<file path="src/rtl/mc_ctrl_if.sv">
// mc_ctrl_if: handshake, decoder-flag and datapath-control bundle around the multicycle controller
interface mc_ctrl_if;
  logic imem_ack, dmem_ack, md_busy, zero;
  logic is_jr, is_j, is_jal, is_beq, is_bne, is_load, is_store, is_muldiv, writes_reg;
  logic imem_req, ir_load, pc_load, dmem_req, dmem_we, mdr_load, md_start, regfile_we, retire, bus_err;
  logic [1:0] pc_sel;
  logic [2:0] state_o;
  modport master (
    input  imem_ack, dmem_ack, md_busy, zero,
    input  is_jr, is_j, is_jal, is_beq, is_bne, is_load, is_store, is_muldiv, writes_reg,
    output imem_req, ir_load, pc_load, pc_sel, dmem_req, dmem_we, mdr_load, md_start,
    output regfile_we, retire, bus_err, state_o
  );
  modport slave (
    output imem_ack, dmem_ack, md_busy, zero,
    output is_jr, is_j, is_jal, is_beq, is_bne, is_load, is_store, is_muldiv, writes_reg,
    input  imem_req, ir_load, pc_load, pc_sel, dmem_req, dmem_we, mdr_load, md_start,
    input  regfile_we, retire, bus_err, state_o
  );
endinterface

</file>
<file path="src/rtl/mc_ctrl_fsm.sv">
// mc_ctrl_fsm: multicycle MIPS control FSM with memory/mul-div handshakes and timeout traps
module mc_ctrl_fsm #(
  parameter int MEM_TIMEOUT = 16,
  parameter int MD_TIMEOUT  = 64,
  parameter int CNT_W       = 7,
  parameter bit TRAP_EN     = 1'b1
) (
  input logic clk,
  input logic rst,
  mc_ctrl_if.master bus
);
  typedef enum logic [2:0] {
    FETCH = 3'd0, DECODE = 3'd1, EXEC = 3'd2, MEM = 3'd3, MULDIV = 3'd4, WB = 3'd5, TRAP = 3'd7
  } state_t;
  localparam logic [CNT_W-1:0] MEM_LIM = CNT_W'(MEM_TIMEOUT - 1);
  localparam logic [CNT_W-1:0] MD_LIM  = CNT_W'(MD_TIMEOUT - 1);
  state_t state, state_n;
  logic [CNT_W-1:0] cnt;
  logic bus_err_q, on, waiting, mem_to, md_to, md_done, br_taken;
  assign on       = !rst;
  assign waiting  = state inside {FETCH, MEM, MULDIV};
  assign mem_to   = TRAP_EN && cnt == MEM_LIM;
  assign md_to    = TRAP_EN && cnt == MD_LIM && bus.md_busy;
  // md_busy is only meaningful once the unit has seen md_start, hence cnt != 0
  assign md_done  = !bus.md_busy && cnt != '0;
  assign br_taken = (bus.is_beq && bus.zero) || (bus.is_bne && !bus.zero);
  always_ff @(posedge clk) begin
    if (rst) begin
      state     <= FETCH;
      cnt       <= '0;
      bus_err_q <= 1'b0;
    end else begin
      state     <= state_n;
      cnt       <= (state_n != state) ? '0 : (waiting && cnt != '1) ? cnt + 1'b1 : cnt;
      bus_err_q <= bus_err_q || state_n == TRAP;
    end
  end
  always_comb begin
    state_n = state;
    case (state)
      FETCH:   state_n = bus.imem_ack ? DECODE : mem_to ? TRAP : FETCH;
      DECODE:  state_n = (bus.is_jr || bus.is_j) ? FETCH : bus.is_jal ? WB : EXEC;
      EXEC:    state_n = (bus.is_beq || bus.is_bne) ? FETCH :
                         (bus.is_load || bus.is_store) ? MEM :
                         bus.is_muldiv ? MULDIV : bus.writes_reg ? WB : FETCH;
      MEM:     state_n = bus.dmem_ack ? (bus.is_load ? WB : FETCH) : mem_to ? TRAP : MEM;
      MULDIV:  state_n = md_done ? (bus.writes_reg ? WB : FETCH) : md_to ? TRAP : MULDIV;
      WB:      state_n = FETCH;
      TRAP:    state_n = TRAP;
      default: state_n = FETCH;
    endcase
  end
  always_comb begin
    bus.imem_req   = on && state == FETCH;
    bus.ir_load    = on && state == FETCH && bus.imem_ack;
    bus.pc_load    = on && ((state == FETCH && bus.imem_ack) ||
                            (state == DECODE && (bus.is_jr || bus.is_j || bus.is_jal)) ||
                            (state == EXEC && (bus.is_beq || bus.is_bne) && br_taken));
    bus.pc_sel     = !on ? 2'b00 :
                     state == DECODE ? (bus.is_jr ? 2'b10 : (bus.is_j || bus.is_jal) ? 2'b11 : 2'b00) :
                     (state == EXEC && (bus.is_beq || bus.is_bne)) ? 2'b01 : 2'b00;
    bus.dmem_req   = on && state == MEM;
    bus.dmem_we    = on && state == MEM && bus.is_store;
    bus.mdr_load   = on && state == MEM && bus.dmem_ack && bus.is_load;
    bus.md_start   = on && state == MULDIV && cnt == '0;
    bus.regfile_we = on && state == WB;
    bus.retire     = on && state != FETCH && state_n == FETCH;
    bus.bus_err    = on && bus_err_q;
    bus.state_o    = on ? state : 3'd0;
  end
endmodule
</file>
<file path="src/flat_wrapper.sv">
// flat-port wrapper written by rule: the top's interface ports become plain ports
module mc_ctrl_fsm_flat 
#(
  parameter int MEM_TIMEOUT = 16,
  parameter int MD_TIMEOUT  = 64,
  parameter int CNT_W       = 7,
  parameter bit TRAP_EN     = 1'b1
)
  (clk, rst, bus_imem_ack, bus_dmem_ack, bus_md_busy, bus_zero, bus_is_jr, bus_is_j, bus_is_jal, bus_is_beq, bus_is_bne, bus_is_load, bus_is_store, bus_is_muldiv, bus_writes_reg, bus_imem_req, bus_ir_load, bus_pc_load, bus_pc_sel, bus_dmem_req, bus_dmem_we, bus_mdr_load, bus_md_start, bus_regfile_we, bus_retire, bus_bus_err, bus_state_o);
  mc_ctrl_if bus_i ();
  input logic clk;
  input logic rst;
  input wire logic [$bits(bus_i.imem_ack)-1:0] bus_imem_ack;
  input wire logic [$bits(bus_i.dmem_ack)-1:0] bus_dmem_ack;
  input wire logic [$bits(bus_i.md_busy)-1:0] bus_md_busy;
  input wire logic [$bits(bus_i.zero)-1:0] bus_zero;
  input wire logic [$bits(bus_i.is_jr)-1:0] bus_is_jr;
  input wire logic [$bits(bus_i.is_j)-1:0] bus_is_j;
  input wire logic [$bits(bus_i.is_jal)-1:0] bus_is_jal;
  input wire logic [$bits(bus_i.is_beq)-1:0] bus_is_beq;
  input wire logic [$bits(bus_i.is_bne)-1:0] bus_is_bne;
  input wire logic [$bits(bus_i.is_load)-1:0] bus_is_load;
  input wire logic [$bits(bus_i.is_store)-1:0] bus_is_store;
  input wire logic [$bits(bus_i.is_muldiv)-1:0] bus_is_muldiv;
  input wire logic [$bits(bus_i.writes_reg)-1:0] bus_writes_reg;
  output wire logic [$bits(bus_i.imem_req)-1:0] bus_imem_req;
  output wire logic [$bits(bus_i.ir_load)-1:0] bus_ir_load;
  output wire logic [$bits(bus_i.pc_load)-1:0] bus_pc_load;
  output wire logic [$bits(bus_i.pc_sel)-1:0] bus_pc_sel;
  output wire logic [$bits(bus_i.dmem_req)-1:0] bus_dmem_req;
  output wire logic [$bits(bus_i.dmem_we)-1:0] bus_dmem_we;
  output wire logic [$bits(bus_i.mdr_load)-1:0] bus_mdr_load;
  output wire logic [$bits(bus_i.md_start)-1:0] bus_md_start;
  output wire logic [$bits(bus_i.regfile_we)-1:0] bus_regfile_we;
  output wire logic [$bits(bus_i.retire)-1:0] bus_retire;
  output wire logic [$bits(bus_i.bus_err)-1:0] bus_bus_err;
  output wire logic [$bits(bus_i.state_o)-1:0] bus_state_o;
  assign bus_i.imem_ack = bus_imem_ack;
  assign bus_i.dmem_ack = bus_dmem_ack;
  assign bus_i.md_busy = bus_md_busy;
  assign bus_i.zero = bus_zero;
  assign bus_i.is_jr = bus_is_jr;
  assign bus_i.is_j = bus_is_j;
  assign bus_i.is_jal = bus_is_jal;
  assign bus_i.is_beq = bus_is_beq;
  assign bus_i.is_bne = bus_is_bne;
  assign bus_i.is_load = bus_is_load;
  assign bus_i.is_store = bus_is_store;
  assign bus_i.is_muldiv = bus_is_muldiv;
  assign bus_i.writes_reg = bus_writes_reg;
  assign bus_imem_req = bus_i.imem_req;
  assign bus_ir_load = bus_i.ir_load;
  assign bus_pc_load = bus_i.pc_load;
  assign bus_pc_sel = bus_i.pc_sel;
  assign bus_dmem_req = bus_i.dmem_req;
  assign bus_dmem_we = bus_i.dmem_we;
  assign bus_mdr_load = bus_i.mdr_load;
  assign bus_md_start = bus_i.md_start;
  assign bus_regfile_we = bus_i.regfile_we;
  assign bus_retire = bus_i.retire;
  assign bus_bus_err = bus_i.bus_err;
  assign bus_state_o = bus_i.state_o;
  mc_ctrl_fsm #(.MEM_TIMEOUT(MEM_TIMEOUT), .MD_TIMEOUT(MD_TIMEOUT), .CNT_W(CNT_W), .TRAP_EN(TRAP_EN)) u_core (.clk(clk), .rst(rst), .bus(bus_i));
endmodule
</file>
<file path="config.mk">
export PLATFORM = sky130hd
export DESIGN_NAME = mc_ctrl_fsm_flat
export DESIGN_NICKNAME = d
export VERILOG_FILES = /design/src/rtl/mc_ctrl_if.sv /design/src/rtl/mc_ctrl_fsm.sv /design/src/flat_wrapper.sv
export SDC_FILE = /design/constraint.sdc
export NUM_CORES = 1
export LEC_CHECK = 0
export CAP_MARGIN = 20
export CORE_MARGIN = 5
export CORE_UTILIZATION = 46
export CTS_BUF_LIST = sky130_fd_sc_hd__clkbuf_16
export CTS_CLUSTER_SIZE = 20
export DETAILED_ROUTE_END_ITERATION = 12
export PLACE_DENSITY = 0.76
export SYNTH_ARGS = -nofsm -noshare
export SYNTH_HDL_FRONTEND = slang
export SYNTH_SLANG_ARGS = --single-unit
</file>
<file path="constraint.sdc">
create_clock -name clk -period 2.4 [get_ports clk]
set_input_delay 0.36 -clock clk [delete_from_list [all_inputs] [get_ports clk]]
set_output_delay 0.36 -clock clk [all_outputs]
set_load 0.01 [all_outputs]
</file>
==> impl_metrics.toml <==
[status]
status = "complete, no violations"

[die]
placeableCoreArea_um2 = 2002
placement_rows = 16
die_h_um = 56.45
starting_density_of_the_core = 0.4956
io-pin-count = 30
chipWidth_um = 56.45
design.die.area_um2 = 3186

[routing]
dr_total_vias = 1286
antenna_viol_nets_final = 0
violation_count_after_the_first_detailed_routing_iteration = 38
route.detailed.drc = 0
drt_wl_total_mm = 3.880
drt_pass1_iterations = 4
route.detailed.vias_per_inst = 5.716
avgRoutedWirePerCell_um = 17.24

[run]
max_cap_violations = 0

[yosys]
netlist-cell-type-count = 47
synth_flop_cell = "sky130_fd_sc_hd__dfxtp_1"
yosys.area.top_type_share = 0.2219
syn_avg_cell_area_um2 = 8.002
synth_area_um2 = 992.2
netlist_instances = 124
seq_area_frac_synth = 0.2219
ys_top_cells_by_area = "sky130_fd_sc_hd__dfxtp_1 22%, sky130_fd_sc_hd__nor2_1 6.8%, sky130_fd_sc_hd__nor2b_1 4.4%"
number_of_enable_flip_flop_cells_after_synthesis = 0
synth_largest_area_cell = "sky130_fd_sc_hd__dfxtp_1"
syn-num-nets = 141
ys_seq_elements = 11
async_flop_share = 0
synth_warnings = 0

[hold_path]
hold-path-endpoint = "u_core.bus_err_q"
worstHoldPathType = "flip-flop to flip-flop"
hold_path_depth = 2
timing.hold.worst.start = "u_core.bus_err_q"

[setup_path]
critPathLaunchType = "input port"
r2r_slack_ps = 80
critical_path.max_fanout = 2
slowest_stage = "sky130_fd_sc_hd__clkdlybuf4s50_1"
timing.rr.end = "u_core.cnt[4]"
worst_path_most_repeated_cell = "sky130_fd_sc_hd__clkdlybuf4s50_1"
cp_cell_sequence = "clkdlybuf4s50_1 > buf_4 > mux2i_1 > nor4_1 > or3_1 > clkdlybuf4s50_1"
timing_worst_setup_path_type = "input port to output pin"
timing.critical_path.to_type = "output pin"
cp_data_required_time_ps = 2040
timing.critical_path.arrival_ps = 2000
critical_path.reg2reg.startpoint = "u_core.cnt[0]"
worst_r2r_path_depth = 11
critical_path.max_stage_delay_ps = 480

[final_layout]
fill_cells = 91
post_route_cells_drive_above_1_share = 0.4091
post-route-cell-area_um2 = 1803
layout.nets = 216
layout-area-overhead-vs-synth_pct = 81.72
diodes = 0
finish.cell_count_without_fillers = 225

[timing]
worst-slew-pin-transition_ps = 368.6
post-route-min-period_ps = 2360
finalSetupViolCount = 0
final_max_slew_viol_count = 0
max-slew-margin-rel = 0.7524
grt_setup_unrepaired = "yes"
timing.clock.skew_ps = 2.609
finalHoldViolCount = 0
max_freq_mhz = 423.7
final.period_utilization = 0.9835

[clock_tree]
insertion_delay_ps = 240
h-tree-depth = 1
cts-hold-fix-buffers = 0
path_clk_slew_ps = 40
clock_tree.buffer_depth = 2
cts-root-buf = "sky130_fd_sc_hd__clkbuf_16"
total_clock_buffers_created_by_cts = 3
cts_tree = "yes"
cts_sinks = 11

[global_routing]
grt_first_pass_wirelength_mm = 5.996
antenna_found_initial = 0
globalRouteOverflowTotal = 0
grt_start_max_net_pins = 13
groute.usage.overall = 0.2300
first_global_vias = 1305

[placed_design]
portBuffers = 29
dp.final_hpwl_mm = 2.633
place_inst = 219
placedInstanceArea_um2 = 1628
place.gp.congestion = 0.8922

[power]
power.density_nw_per_um2 = 380.2
power_leakage_uw = 0.0007924
total_power_uw = 685.6
irDropWorstVdd_mv = 0.5365
through the flow:
step	hold WS [ps]	TNS [ps]	setup WS, ps	utilization
3_3_place_gp	442.7	-444.4	-444.4	0.8131
5_1_grt	548.8	-33.05	-24.01	0.9006
6_report	520.9	0	39.71	0.9006
2_1_floorplan	429.0	0	230.3	-
3_5_place_dp	459.0	-509.6	-485.7	0.8131
4_1_cts	468.9	-19.80	-19.80	0.8525
report_power, final:
group | internal (uW) | switching, uW | leakage (uW) | total [uW]
Clock | 219 | 79.6 | 0.0000423 | 298
Sequential | 189 | 5.70 | 0.0000904 | 195
Combinational | 105 | 87.7 | 0.000660 | 193
critical path: cells and delay by family:
family | cells | cell delay, ps
buf+inv | 3 | 1100
simple gates | 2 | 370
mux | 1 | 170
metal layers:
layer  global-route usage  part of all wire  up-vias
li1                     -                 -      605
met1               0.2606              0.38      606
met2               0.4010              0.53       59
met3              0.04128             0.057       16
met4               0.1254             0.032        0
met5                    0                 0        -
area by class of cell:
type,count,area (um2),area share
Tap cell,27,33.78,0.01874
Timing Repair Buffer,77,660.6,0.3664
Inverter,4,15.01,0.008328
Multi-Input combinational cell,102,790.8,0.4386
Clock inverter,1,3.754,0.002082
Clock buffer,3,75.07,0.04164
Sequential cell,11,224.0,0.1242
how the worst max path moves through the flow:
| stage | start | to | slack [ps] |
|---|---|---|---|
| 4_1_cts | u_core.cnt[1] | bus_retire | -20 |
| 5_1_grt | bus_writes_reg | bus_retire | -20 |
| 6_report | bus_is_beq | bus_pc_load | 40 |
| 3_3_place_gp | bus_is_j | bus_retire | -440 |
| 2_1_floorplan | u_core.cnt[0] | bus_retire | 230 |
| 3_5_place_dp | bus_is_j | bus_retire | -490 |
registers in the layout (all words and copies together) (netlist names):
signal	count
u_core.bus_err_q	1
u_core.cnt	7
u_core.state	3
timing repair:
item	in CTS	in global routing
setup endpoints to repair	3	2
setup buffers	0	2
pin swaps	0	8
resized for setup	13	22
kinds of logic (layout without fill, tap and decap cells):
kind of cell,Yosys count,after routing,share of synthesized area
DFF,11,11,0.2219
xor gates and xnor gates,5,5,0.04413
AOI/OAI and AO/OA,25,25,0.2043
and+or+nand+nor,68,68,0.4224
buffers and inverters,11,85,0.06178
muxes,2,2,0.02018
adders and majority gates,2,2,0.02522
cell usage in the layout (no fill, tap or decap), types with 4 or more instances in the layout:
master / synthesis / final
sky130_fd_sc_hd__nor2_1: 18 / 17
sky130_fd_sc_hd__nor2b_1: 7 / 7
sky130_fd_sc_hd__dlygate4sd2_1: 0 / 4
sky130_fd_sc_hd__nand2_1: 8 / 7
sky130_fd_sc_hd__clkdlybuf4s50_1: 0 / 21
sky130_fd_sc_hd__nor3_1: 6 / 5
sky130_fd_sc_hd__a21oi_1: 6 / 6
sky130_fd_sc_hd__buf_4: 1 / 47
sky130_fd_sc_hd__xor2_1: 4 / 4
sky130_fd_sc_hd__dfxtp_1: 11 / 8
cell usage after synthesis, types with 3 or more instances:
master / number
sky130_fd_sc_hd__nor2_1: 18
sky130_fd_sc_hd__dfxtp_1: 11
sky130_fd_sc_hd__nand2_1: 8
sky130_fd_sc_hd__nor2b_1: 7
sky130_fd_sc_hd__a21oi_1: 6
sky130_fd_sc_hd__nor3_1: 6
sky130_fd_sc_hd__nor4_1: 5
sky130_fd_sc_hd__and2_1: 4
sky130_fd_sc_hd__inv_1: 4
sky130_fd_sc_hd__xor2_1: 4
sky130_fd_sc_hd__clkbuf_1: 3
sky130_fd_sc_hd__nand4_1: 3
Power figures use the tool's default switching activity.
